[src/rtl/regfile_pkg.sv]
// ============================================================================
// Module      : regfile_pkg
// Description : Shared types and constants for the register-file write-back
//               path: register index type, write-back entry struct and the
//               round-robin preference encoding used by the arbiter.
// Revision    : 1.0 - initial release
// ============================================================================
`default_nettype none

package regfile_pkg;

    localparam int DATA_WIDTH   = 64;
    localparam int NUM_REGS     = 32;
    localparam int NUM_REGS_LOG = $clog2(NUM_REGS);

    typedef logic [NUM_REGS_LOG-1:0] reg_idx_t;

    // One buffered result: destination register and the value to write.
    typedef struct packed {
        reg_idx_t              rd;
        logic [DATA_WIDTH-1:0] data;
    } wb_entry_t;

    // Which source wins the next contended arbitration cycle.
    typedef enum logic {
        RR_PREF_ALU = 1'b0,
        RR_PREF_MEM = 1'b1
    } rr_pref_e;

    function automatic rr_pref_e rr_flip(input rr_pref_e pref);
        return (pref == RR_PREF_ALU) ? RR_PREF_MEM : RR_PREF_ALU;
    endfunction

endpackage

`default_nettype wire

[src/rtl/wb_fifo.sv]
// ============================================================================
// Module      : wb_fifo
// Description : Small single-source FIFO of write-back entries. Exposes the
//               head entry, full/empty flags, and a per-slot valid/rd view so
//               the parent can detect pending writes to a given register.
// Revision    : 1.0 - initial release
// ============================================================================
`default_nettype none

module wb_fifo
    import regfile_pkg::*;
#(
    parameter int DEPTH = 2
) (
    input  logic                  clk,
    input  logic                  reset,
    input  logic                  push_i,
    input  wb_entry_t             entry_i,
    input  logic                  pop_i,
    output wb_entry_t             head_o,
    output logic                  full_o,
    output logic                  empty_o,
    output logic     [DEPTH-1:0]  ent_valid_o,
    output reg_idx_t [DEPTH-1:0]  ent_rd_o
);

    localparam int PTR_W = $clog2(DEPTH);
    localparam int CNT_W = PTR_W + 1;

    wb_entry_t        mem_q [DEPTH];
    logic [PTR_W-1:0] wr_ptr_q;
    logic [PTR_W-1:0] rd_ptr_q;
    logic [CNT_W-1:0] count_q;
    logic [DEPTH-1:0] valid_q;

    logic w_push;
    logic w_pop;

    // Flags come from the count alone, so ready never depends on valid.
    assign full_o  = (count_q == CNT_W'(DEPTH));
    assign empty_o = (count_q == '0);

    // Guard against pushing a full FIFO or popping an empty one.
    assign w_push = push_i && !full_o;
    assign w_pop  = pop_i  && !empty_o;

    assign head_o      = mem_q[rd_ptr_q];
    assign ent_valid_o = valid_q;

    generate
        for (genvar gi = 0; gi < DEPTH; gi++) begin : g_rd_view
            assign ent_rd_o[gi] = mem_q[gi].rd;
        end
    endgenerate

    // Storage array: payload only, qualified by valid_q so it needs no reset.
    always_ff @(posedge clk) begin
        if (w_push) begin
            mem_q[wr_ptr_q] <= entry_i;
        end
    end

    // Pointers, occupancy count and per-slot valid bits.
    always_ff @(posedge clk) begin
        if (reset) begin
            wr_ptr_q <= '0;
            rd_ptr_q <= '0;
            count_q  <= '0;
            valid_q  <= '0;
        end else begin
            if (w_push) begin
                valid_q[wr_ptr_q] <= 1'b1;
                wr_ptr_q          <= wr_ptr_q + PTR_W'(1);
            end
            // A push and pop never hit the same slot: that would need the
            // FIFO to be both empty (pop blocked) or full (push blocked).
            if (w_pop) begin
                valid_q[rd_ptr_q] <= 1'b0;
                rd_ptr_q          <= rd_ptr_q + PTR_W'(1);
            end
            case ({w_push, w_pop})
                2'b10:   count_q <= count_q + CNT_W'(1);
                2'b01:   count_q <= count_q - CNT_W'(1);
                default: count_q <= count_q;
            endcase
        end
    end

endmodule

`default_nettype wire

[src/rtl/regfile_wb_arbiter.sv]
// ============================================================================
// Module      : regfile_wb_arbiter
// Description : Write-side initiator for the integer register file. Buffers
//               ALU and load results in per-source FIFOs, arbitrates
//               round-robin under contention and presents one registered
//               write_reg/write_data pair per cycle. Answers a combinational
//               pending-write query for issue-stage hazard checks.
//               Optional macro REGFILE_WB_BYPASS_EN adds byp_hit/byp_data so
//               issue logic can forward the value being written this cycle.
// Revision    : 1.0 - initial release
// ============================================================================
`default_nettype none

module regfile_wb_arbiter
    import regfile_pkg::*;
#(
    parameter int DATA_WIDTH   = regfile_pkg::DATA_WIDTH,
    parameter int NUM_REGS     = regfile_pkg::NUM_REGS,
    parameter int NUM_REGS_LOG = $clog2(NUM_REGS),
    parameter int FIFO_DEPTH   = 2
) (
    input  logic                    clk,
    input  logic                    reset,

    input  logic                    alu_valid,
    output logic                    alu_ready,
    input  logic [NUM_REGS_LOG-1:0] alu_rd,
    input  logic [DATA_WIDTH-1:0]   alu_data,

    input  logic                    mem_valid,
    output logic                    mem_ready,
    input  logic [NUM_REGS_LOG-1:0] mem_rd,
    input  logic [DATA_WIDTH-1:0]   mem_data,

    output logic [NUM_REGS_LOG-1:0] write_reg,
    output logic [DATA_WIDTH-1:0]   write_data,

    input  logic [NUM_REGS_LOG-1:0] query_reg,
    output logic                    query_pending,
    output logic                    idle
`ifdef REGFILE_WB_BYPASS_EN
    ,
    output logic                    byp_hit,
    output logic [DATA_WIDTH-1:0]   byp_data
`endif
);

    // ------------------------------------------------------------------
    // Source FIFOs
    // ------------------------------------------------------------------
    wb_entry_t                  w_alu_entry;
    wb_entry_t                  w_mem_entry;
    wb_entry_t                  w_alu_head;
    wb_entry_t                  w_mem_head;
    logic                       w_alu_push;
    logic                       w_mem_push;
    logic                       w_alu_pop;
    logic                       w_mem_pop;
    logic                       w_alu_full;
    logic                       w_mem_full;
    logic                       w_alu_empty;
    logic                       w_mem_empty;
    logic     [FIFO_DEPTH-1:0]  w_alu_ent_valid;
    logic     [FIFO_DEPTH-1:0]  w_mem_ent_valid;
    reg_idx_t [FIFO_DEPTH-1:0]  w_alu_ent_rd;
    reg_idx_t [FIFO_DEPTH-1:0]  w_mem_ent_rd;

    assign alu_ready = !w_alu_full;
    assign mem_ready = !w_mem_full;

    assign w_alu_entry = '{rd: reg_idx_t'(alu_rd), data: alu_data};
    assign w_mem_entry = '{rd: reg_idx_t'(mem_rd), data: mem_data};

    // x0 results complete the handshake but are never buffered.
    assign w_alu_push = alu_valid && alu_ready && (alu_rd != '0);
    assign w_mem_push = mem_valid && mem_ready && (mem_rd != '0);

    wb_fifo #(
        .DEPTH       (FIFO_DEPTH)
    ) u_alu_fifo (
        .clk         (clk),
        .reset       (reset),
        .push_i      (w_alu_push),
        .entry_i     (w_alu_entry),
        .pop_i       (w_alu_pop),
        .head_o      (w_alu_head),
        .full_o      (w_alu_full),
        .empty_o     (w_alu_empty),
        .ent_valid_o (w_alu_ent_valid),
        .ent_rd_o    (w_alu_ent_rd)
    );

    wb_fifo #(
        .DEPTH       (FIFO_DEPTH)
    ) u_mem_fifo (
        .clk         (clk),
        .reset       (reset),
        .push_i      (w_mem_push),
        .entry_i     (w_mem_entry),
        .pop_i       (w_mem_pop),
        .head_o      (w_mem_head),
        .full_o      (w_mem_full),
        .empty_o     (w_mem_empty),
        .ent_valid_o (w_mem_ent_valid),
        .ent_rd_o    (w_mem_ent_rd)
    );

    // ------------------------------------------------------------------
    // Round-robin arbitration and output register
    // ------------------------------------------------------------------
    rr_pref_e                pref_q;
    rr_pref_e                pref_d;
    logic [NUM_REGS_LOG-1:0] write_reg_q;
    logic [NUM_REGS_LOG-1:0] write_reg_d;
    logic [DATA_WIDTH-1:0]   write_data_q;
    logic [DATA_WIDTH-1:0]   write_data_d;
    logic                    w_contend;

    assign w_contend = !w_alu_empty && !w_mem_empty;

    // Pick the source to pop this cycle; the preference only moves when both
    // sources compete, so a lone source never disturbs fairness.
    always_comb begin
        w_alu_pop    = 1'b0;
        w_mem_pop    = 1'b0;
        pref_d       = pref_q;
        write_reg_d  = '0;
        write_data_d = '0;
        if (w_contend) begin
            if (pref_q == RR_PREF_ALU) begin
                w_alu_pop = 1'b1;
            end else begin
                w_mem_pop = 1'b1;
            end
            pref_d = rr_flip(pref_q);
        end else if (!w_alu_empty) begin
            w_alu_pop = 1'b1;
        end else if (!w_mem_empty) begin
            w_mem_pop = 1'b1;
        end
        if (w_alu_pop) begin
            write_reg_d  = NUM_REGS_LOG'(w_alu_head.rd);
            write_data_d = w_alu_head.data;
        end else if (w_mem_pop) begin
            write_reg_d  = NUM_REGS_LOG'(w_mem_head.rd);
            write_data_d = w_mem_head.data;
        end
    end

    // Registered write port and arbitration state; idle cycles load zeros so
    // every entry is presented for exactly one cycle.
    always_ff @(posedge clk) begin
        if (reset) begin
            pref_q       <= RR_PREF_ALU;
            write_reg_q  <= '0;
            write_data_q <= '0;
        end else begin
            pref_q       <= pref_d;
            write_reg_q  <= write_reg_d;
            write_data_q <= write_data_d;
        end
    end

    assign write_reg  = write_reg_q;
    assign write_data = write_data_q;

    assign idle = w_alu_empty && w_mem_empty && (write_reg_q == '0);

    // ------------------------------------------------------------------
    // Pending-write query
    // ------------------------------------------------------------------
    reg_idx_t w_query_idx;
    logic     w_query_hit;

    assign w_query_idx = reg_idx_t'(query_reg);

    // Match the query against every buffered entry and the write in flight.
    always_comb begin
        w_query_hit = 1'b0;
        for (int i = 0; i < FIFO_DEPTH; i++) begin
            if (w_alu_ent_valid[i] && (w_alu_ent_rd[i] == w_query_idx)) begin
                w_query_hit = 1'b1;
            end
            if (w_mem_ent_valid[i] && (w_mem_ent_rd[i] == w_query_idx)) begin
                w_query_hit = 1'b1;
            end
        end
        if (write_reg_q == query_reg) begin
            w_query_hit = 1'b1;
        end
        query_pending = (query_reg != '0) && w_query_hit;
    end

`ifdef REGFILE_WB_BYPASS_EN
    // Forward the value being written this cycle when it targets query_reg.
    assign byp_hit  = (query_reg != '0) && (query_reg == write_reg_q);
    assign byp_data = byp_hit ? write_data_q : '0;
`endif

endmodule

`default_nettype wire

[config.mk]
export PLATFORM = sky130hd
export DESIGN_NAME = regfile_wb_arbiter
export DESIGN_NICKNAME = d
export VERILOG_FILES = /design/src/rtl/regfile_pkg.sv /design/src/rtl/wb_fifo.sv /design/src/rtl/regfile_wb_arbiter.sv
export SDC_FILE = /design/constraint.sdc
export NUM_CORES = 1
export LEC_CHECK = 0
export CAP_MARGIN = 30
export CORE_ASPECT_RATIO = 0.5
export CORE_MARGIN = 3
export CORE_UTILIZATION = 53
export DETAILED_ROUTE_END_ITERATION = 10
export GPL_ROUTABILITY_DRIVEN = 0
export GPL_TIMING_DRIVEN = 0
export PLACE_DENSITY = 0.8
export SLEW_MARGIN = 25
export SYNTH_ARGS = -nofsm -noshare
export SYNTH_HDL_FRONTEND = slang
export SYNTH_SLANG_ARGS = --single-unit
[constraint.sdc]
create_clock -name clk -period 5.13 [get_ports clk]
set_input_delay 0.513 -clock clk [delete_from_list [all_inputs] [get_ports clk]]
set_output_delay 0.513 -clock clk [all_outputs]
set_load 0.005 [all_outputs]
# == Yosys cells after proc, flatten, opt, wreduce, memory -nomap -nowiden ==
# Memories as Yosys holds them, arrays and structs flattened. A register that Yosys moved wholly into a read port is not among the register bits.
# Cells that the tools add are included.
# Widths: inputs -> output; s select.
# word_totals
register_bits,82
latch_bits,0
ram_bits,276
romBits,0
inputBits,147
output_inout_bits,73
word_cells,118
mem_count,2
# classes
add_sub_neg,8
n_mul,0
div_mod_pow,0
magnitude_cmp,8
n_eq_ne,11
shifts,0
mux,40
n_bitwise,6
reduce_logical,32
# mem_list
memory,words,width,rd,rd_clocked_by_memory_dff,wr,line_no,text
u_alu_fifo.mem_q,2,69,3,1,1,wb_fifo.sv:30,wb_entry_t mem_q [DEPTH];
u_mem_fifo.mem_q,2,69,3,1,1,wb_fifo.sv:30,
# ops
operator,n
$mux 64,2
$eq 5x5->1,5
$mux 1,24
$logic_and 1x1->1,20
$reduce_bool 5->1,3
$mux 2,6
$mux 5,2
$eq 2x2->1 const B,4
$lt 1x2->1 const B,4
$pmux 2 s2,2
$logic_not 5->1,1
$add 1x1->1 const B,4
$add 2x1->2 const B,2
$and 2x2->2,2
$demux 1 s1,4
$eq 2x1->1 const B,2
$ge 1x1->1 const B,4
$logic_not 1->1,4
$logic_not 2->1,2
$not 2->2,2
$or 2x2->2,2
$reduce_bool 2->1,2
$sub 2x1->2 const B,2

# == Depth between registers and ports, before layout ==
# logic_depth
word_depth,9
depth_mapped,9
mapped_depth_nobuf,7

# == Cells and area by module ==
# Synthesis repeated with hierarchy kept, for this count alone.
# hier_totals
hier_cells,883
area_unflattened_um2,13695.6
# by_module_without_submodules
module,n_inst,cells_each,area_each_um2,seq_area_each_um2
wb_fifo,2,258,5341.4,4284.1
regfile_wb_arbiter,1,367,3012.9,1401.3

# == Worst setup path before layout ==
# Ideal clock, no wire load.
# synth_path
path_kind,input port to flip-flop
from,input port mem_rd[0]
to,memory u_mem_fifo.mem_q[0][0] (netlist name) (enable)
setup_ps,498
t_arrival_ps,3642
t_required_ps,4632
slack_ps,990
path_stages,3
path_buffers,0
path_cell_list,or4_4 o211ai_4 nor2_1
# synth_via
elab_chain_cells,5
# synth_rtl
item,line_no,text
start: declaration,regfile_wb_arbiter.sv:32,"input logic [NUM_REGS_LOG-1:0] mem_rd,"
$reduce_bool 5->1,regfile_wb_arbiter.sv:76,assign w_mem_push = mem_valid && mem_ready && (mem_rd != '0);
$logic_and 1x1->1,regfile_wb_arbiter.sv:76,
$logic_and 1x1->1,wb_fifo.sv:44,assign w_push = push_i && !full_o;
$mux 1,wb_fifo.sv:58,if (w_push) begin
$mux 1 (not written as such),wb_fifo.sv:59,mem_q[wr_ptr_q] <= entry_i;
end: declaration,wb_fifo.sv:30,
# No other way between the ends.

==> results.py <==
metrics = {
    "outcome": {
        "outcome": "completed",
    },
    "synth": {
        "syn_inst": 779,
        "synthesis.area_um2": 13100,
        "synth_ff_type": "edfxtp_1",
        "synthAdderAreaFrac": 0.00191,
        "synth_xor_area_frac": 0.0220,
        "yosys-top-cells-count": "276 x edfxtp_1, 138 x mux2i_1, 89 x nor2_1, 84 x dfxtp_1, 70 x o22a_1",
        "yosys.area.top_type": "edfxtp_1",
        "synthesis.nets": 928,
        "synth_top_area_frac": 0.631,
        "post-synth-top-count-cell": "edfxtp_1",
        "synthDistinctLibCells": 30,
        "ys_ff_latch": 360,
        "ys_top_cells_by_area": "edfxtp_1 63%, dfxtp_1 13%, mux2i_1 11%, o22a_1 4.7%, nor2_1 2.5%",
        "synth_mux_area_frac": 0.105,
        "syn_avg_cell_area_um2": 16.9,
        "synth_top_family_by_area": "multiplexers",
        "synth_compound_area_frac": 0.0566,
        "ys_warn_count": 0,
        "ys_seq_area_frac": 0.759,
        "yosys.area_share.simple": 0.0367,
        "postSynth.asyncResetShare": 0,
        "synth-edff-count": 276,
    },
    "clock_network": {
        "cts-root-buf": "clkbuf_16",
        "cts_hold_buffers": 0,
        "post_cts_resized": 0,
        "clkLatencyLatePin_ns": 0.55,
        "post_cts_buffers": 0,
        "cts_buffer_depth": 3,
        "cts_made_buffers": 30,
        "h-tree-depth": 1,
        "clk_pin_slew_ns": 0.07,
        "cts_num_sinks": 360,
        "cts_tree": "yes",
    },
    "critical_path": {
        "cp.arrival_ns": 2.45,
        "required_ns": 4.62,
        "cp_num_cells": 6,
        "crit_chain": "xor2_1 > nor4_1 > nand3_1 > o311ai_0 > o22a_1 > clkdlybuf4s50_1",
        "rr_endpoint": "u_mem_fifo.mem_q[1][25]$_DFFE_PP_",
        "r2r_slack_ns": 2.86,
        "path_buf_inv": 1,
        "max_stage_delay_ns": 0.51,
        "startpoint": "u_alu_fifo.mem_q[0][67]$_DFFE_PP_",
        "crit_family": "buffers and inverters",
        "worstPathMaxFanout": 2,
        "cp-end-kind": "output pin",
        "crit_type": "reg -> out",
        "crit_path_start_kind": "flop",
        "rr_worst_depth": 7,
        "reg2reg_from": "u_mem_fifo.count_q[0]$_SDFFE_PP0P_",
        "slowest_stage": "clkdlybuf4s50_1",
        "cp-endpoint": "query_pending",
    },
    "timing": {
        "maxSlewViolCount": 0,
        "setup_violations": 0,
        "tightestPinTransition_ns": 0.714,
        "clock_skew_ns": 0.00833,
        "rsz0062_at_grt": "no",
        "fin_crit_sh": 0.577,
        "setup_slack_ns": 2.17,
        "slew_headroom": 0.523,
        "setup_tns_ns": 0,
        "fmax_mhz": 338,
        "min_period_ns": 2.96,
        "final-hold-violation-count": 0,
    },
    "final_layout": {
        "syn_to_final_growth_pct": 30.3,
        "multi_input_area_um2": 2950,
        "fin_util": 0.708,
        "regArea_um2": 9970,
        "fill_cells": 1547,
        "final_layout_size_suffix_gt1_frac": 0.100,
        "nNetsFinal": 1187,
    },
    "floorplan": {
        "start_util": 0.543,
        "core_um2": 24200,
        "die_area_um2": 26800,
        "num_rows": 40,
        "fp.dieH_um": 117,
        "dieWidth_um": 229,
        "io_pins": 220,
    },
    "grt": {
        "grt_usage": 0.226,
        "grt_max_degree": 20,
        "antenna_found_initial": 3,
        "grt_remaining_overflow": 0,
        "grt_pass1_vias": 8023,
        "grt_pass1_wl_mm": 45.9,
    },
    "power_and_ir_drop": {
        "powerDensity_nw_per_um2": 522,
        "power_leakage_nw": 5.86,
        "vdd_drop_max_mv": 0.254,
    },
    "place": {
        "dpl_worst_slack_ns": 2.26,
        "port_buffers": 213,
        "dp_hpwl_mm": 20.9,
    },
    "route": {
        "antenna_left": 0,
        "drc_errors": 0,
        "dr.pass1.iters": 5,
        "via_per_inst": 5.39,
        "num_vias": 7540,
        "avgRoutedWirePerCell_um": 21.9,
        "wl_mm": 30.6,
        "drtIter0Drc": 517,
    },
    "worst_hold_path": {
        "min-delay-path-class": "in -> reg",
    },
    "run": {
        "cap_violations": 0,
    },
}
[worst min path at each step]
| stage | startpoint | endpoint | slack [ns] | cells past startpoint |
|---|---|---|---|---|
| after floorplan | u_mem_fifo.rd_ptr_q$_SDFFE_PP0P_ | u_mem_fifo.ent_valid_o[1]$_SDFF_PP0_ | 0.46 | 1 |
| after global placement | u_mem_fifo.rd_ptr_q$_SDFFE_PP0P_ | u_mem_fifo.ent_valid_o[1]$_SDFF_PP0_ | 0.47 | 1 |
| after detailed placement | u_alu_fifo.rd_ptr_q$_SDFFE_PP0N_ | u_alu_fifo.ent_valid_o[1]$_SDFF_PP0_ | 0.48 | 1 |
| after CTS | reset | write_data[32]$_SDFF_PP0_ | 0.38 | 2 |
| after global routing | reset | write_data[32]$_SDFF_PP0_ | 0.42 | 2 |
| final | reset | write_data[32]$_SDFF_PP0_ | 0.39 | 2 |
[cell usage in the layout, fill, tap and decap left out, types with 2 or more instances in the layout]
cell and n:
edfxtp_1 276, clkdlybuf4s50_1 213, mux2i_1 138, nor2_1 85
dfxtp_1 84, o22a_1 70, clkbuf_16 31, buf_2 23
xor2_1 21, clkbuf_1 19, xnor2_1 12, buf_16 11
clkbuf_8 7, buf_4 6, nand3_1 6, clkinv_2 6
nor4_1 5, inv_1 4, o21ai_0 4, nor2_4 4
diode_2 3, or3_1 3, a21oi_1 3, bufinv_16 3
or4_4 2, or2b_2 2, o211ai_4 2, a211oi_1 2
nor3_1 2, ha_1 2, buf_12 2
[worst register-to-register path: cells and delay by family (launching register included)]
| kind | cells | cell delay, ns |
|---|---|---|
| buf+inv | 4 | 0.82 |
| flops | 1 | 0.31 |
| simple gates | 2 | 0.71 |
| compound gates | 1 | 0.13 |
[kinds of logic after synthesis]
logic type               Yosys count
flip-flops                       360
AND/OR/NAND/NOR                  112
multiplexers                     138
adder cells (fa/ha/maj)            2
AO/OA/AOI/OAI                     84
XOR/XNOR                          33
buffers and inverters             50
[cell type report]
class                      count  share of cell area
antenna                        3            0.000439
buffer                        46              0.0132
timing repair buffer         227               0.146
multi-input combinational    369               0.172
inverter                       4            0.000878
tap                          336              0.0246
clock inverter                12             0.00819
sequential                   360               0.583
clock buffer                  42              0.0519
[power breakdown]
| part | total (mW) | switching [mW] | internal (mW) |
|---|---|---|---|
| clock network | 2.35 | 0.993 | 1.35 |
| registers | 3.95 | 0.193 | 3.75 |
| logic | 2.63 | 1.33 | 1.30 |
[through the flow]
step | instances | power (mW) | area [um2] | hold WS [ns]
detailed placement | 1342 | 6.64 | 16100 | 0.480
global placement | 1328 | 6.48 | 15700 | 0.469
floorplan | 779 | 5.43 | 13100 | 0.457
finish | 1399 | 8.93 | 17100 | 0.391
CTS | 1396 | 8.99 | 17100 | 0.384
global route | 1399 | 9.32 | 17100 | 0.417
[metal layers]
metal,track usage,vias to the layer above,share of wire
li1,-,3473,-
met1,0.280,3808,0.41
met2,0.415,213,0.52
met3,0.0397,46,0.048
met4,0.0634,0,0.023
met5,0.00868,-,0
No activity file was read; power rests on OpenSTA's default activity.
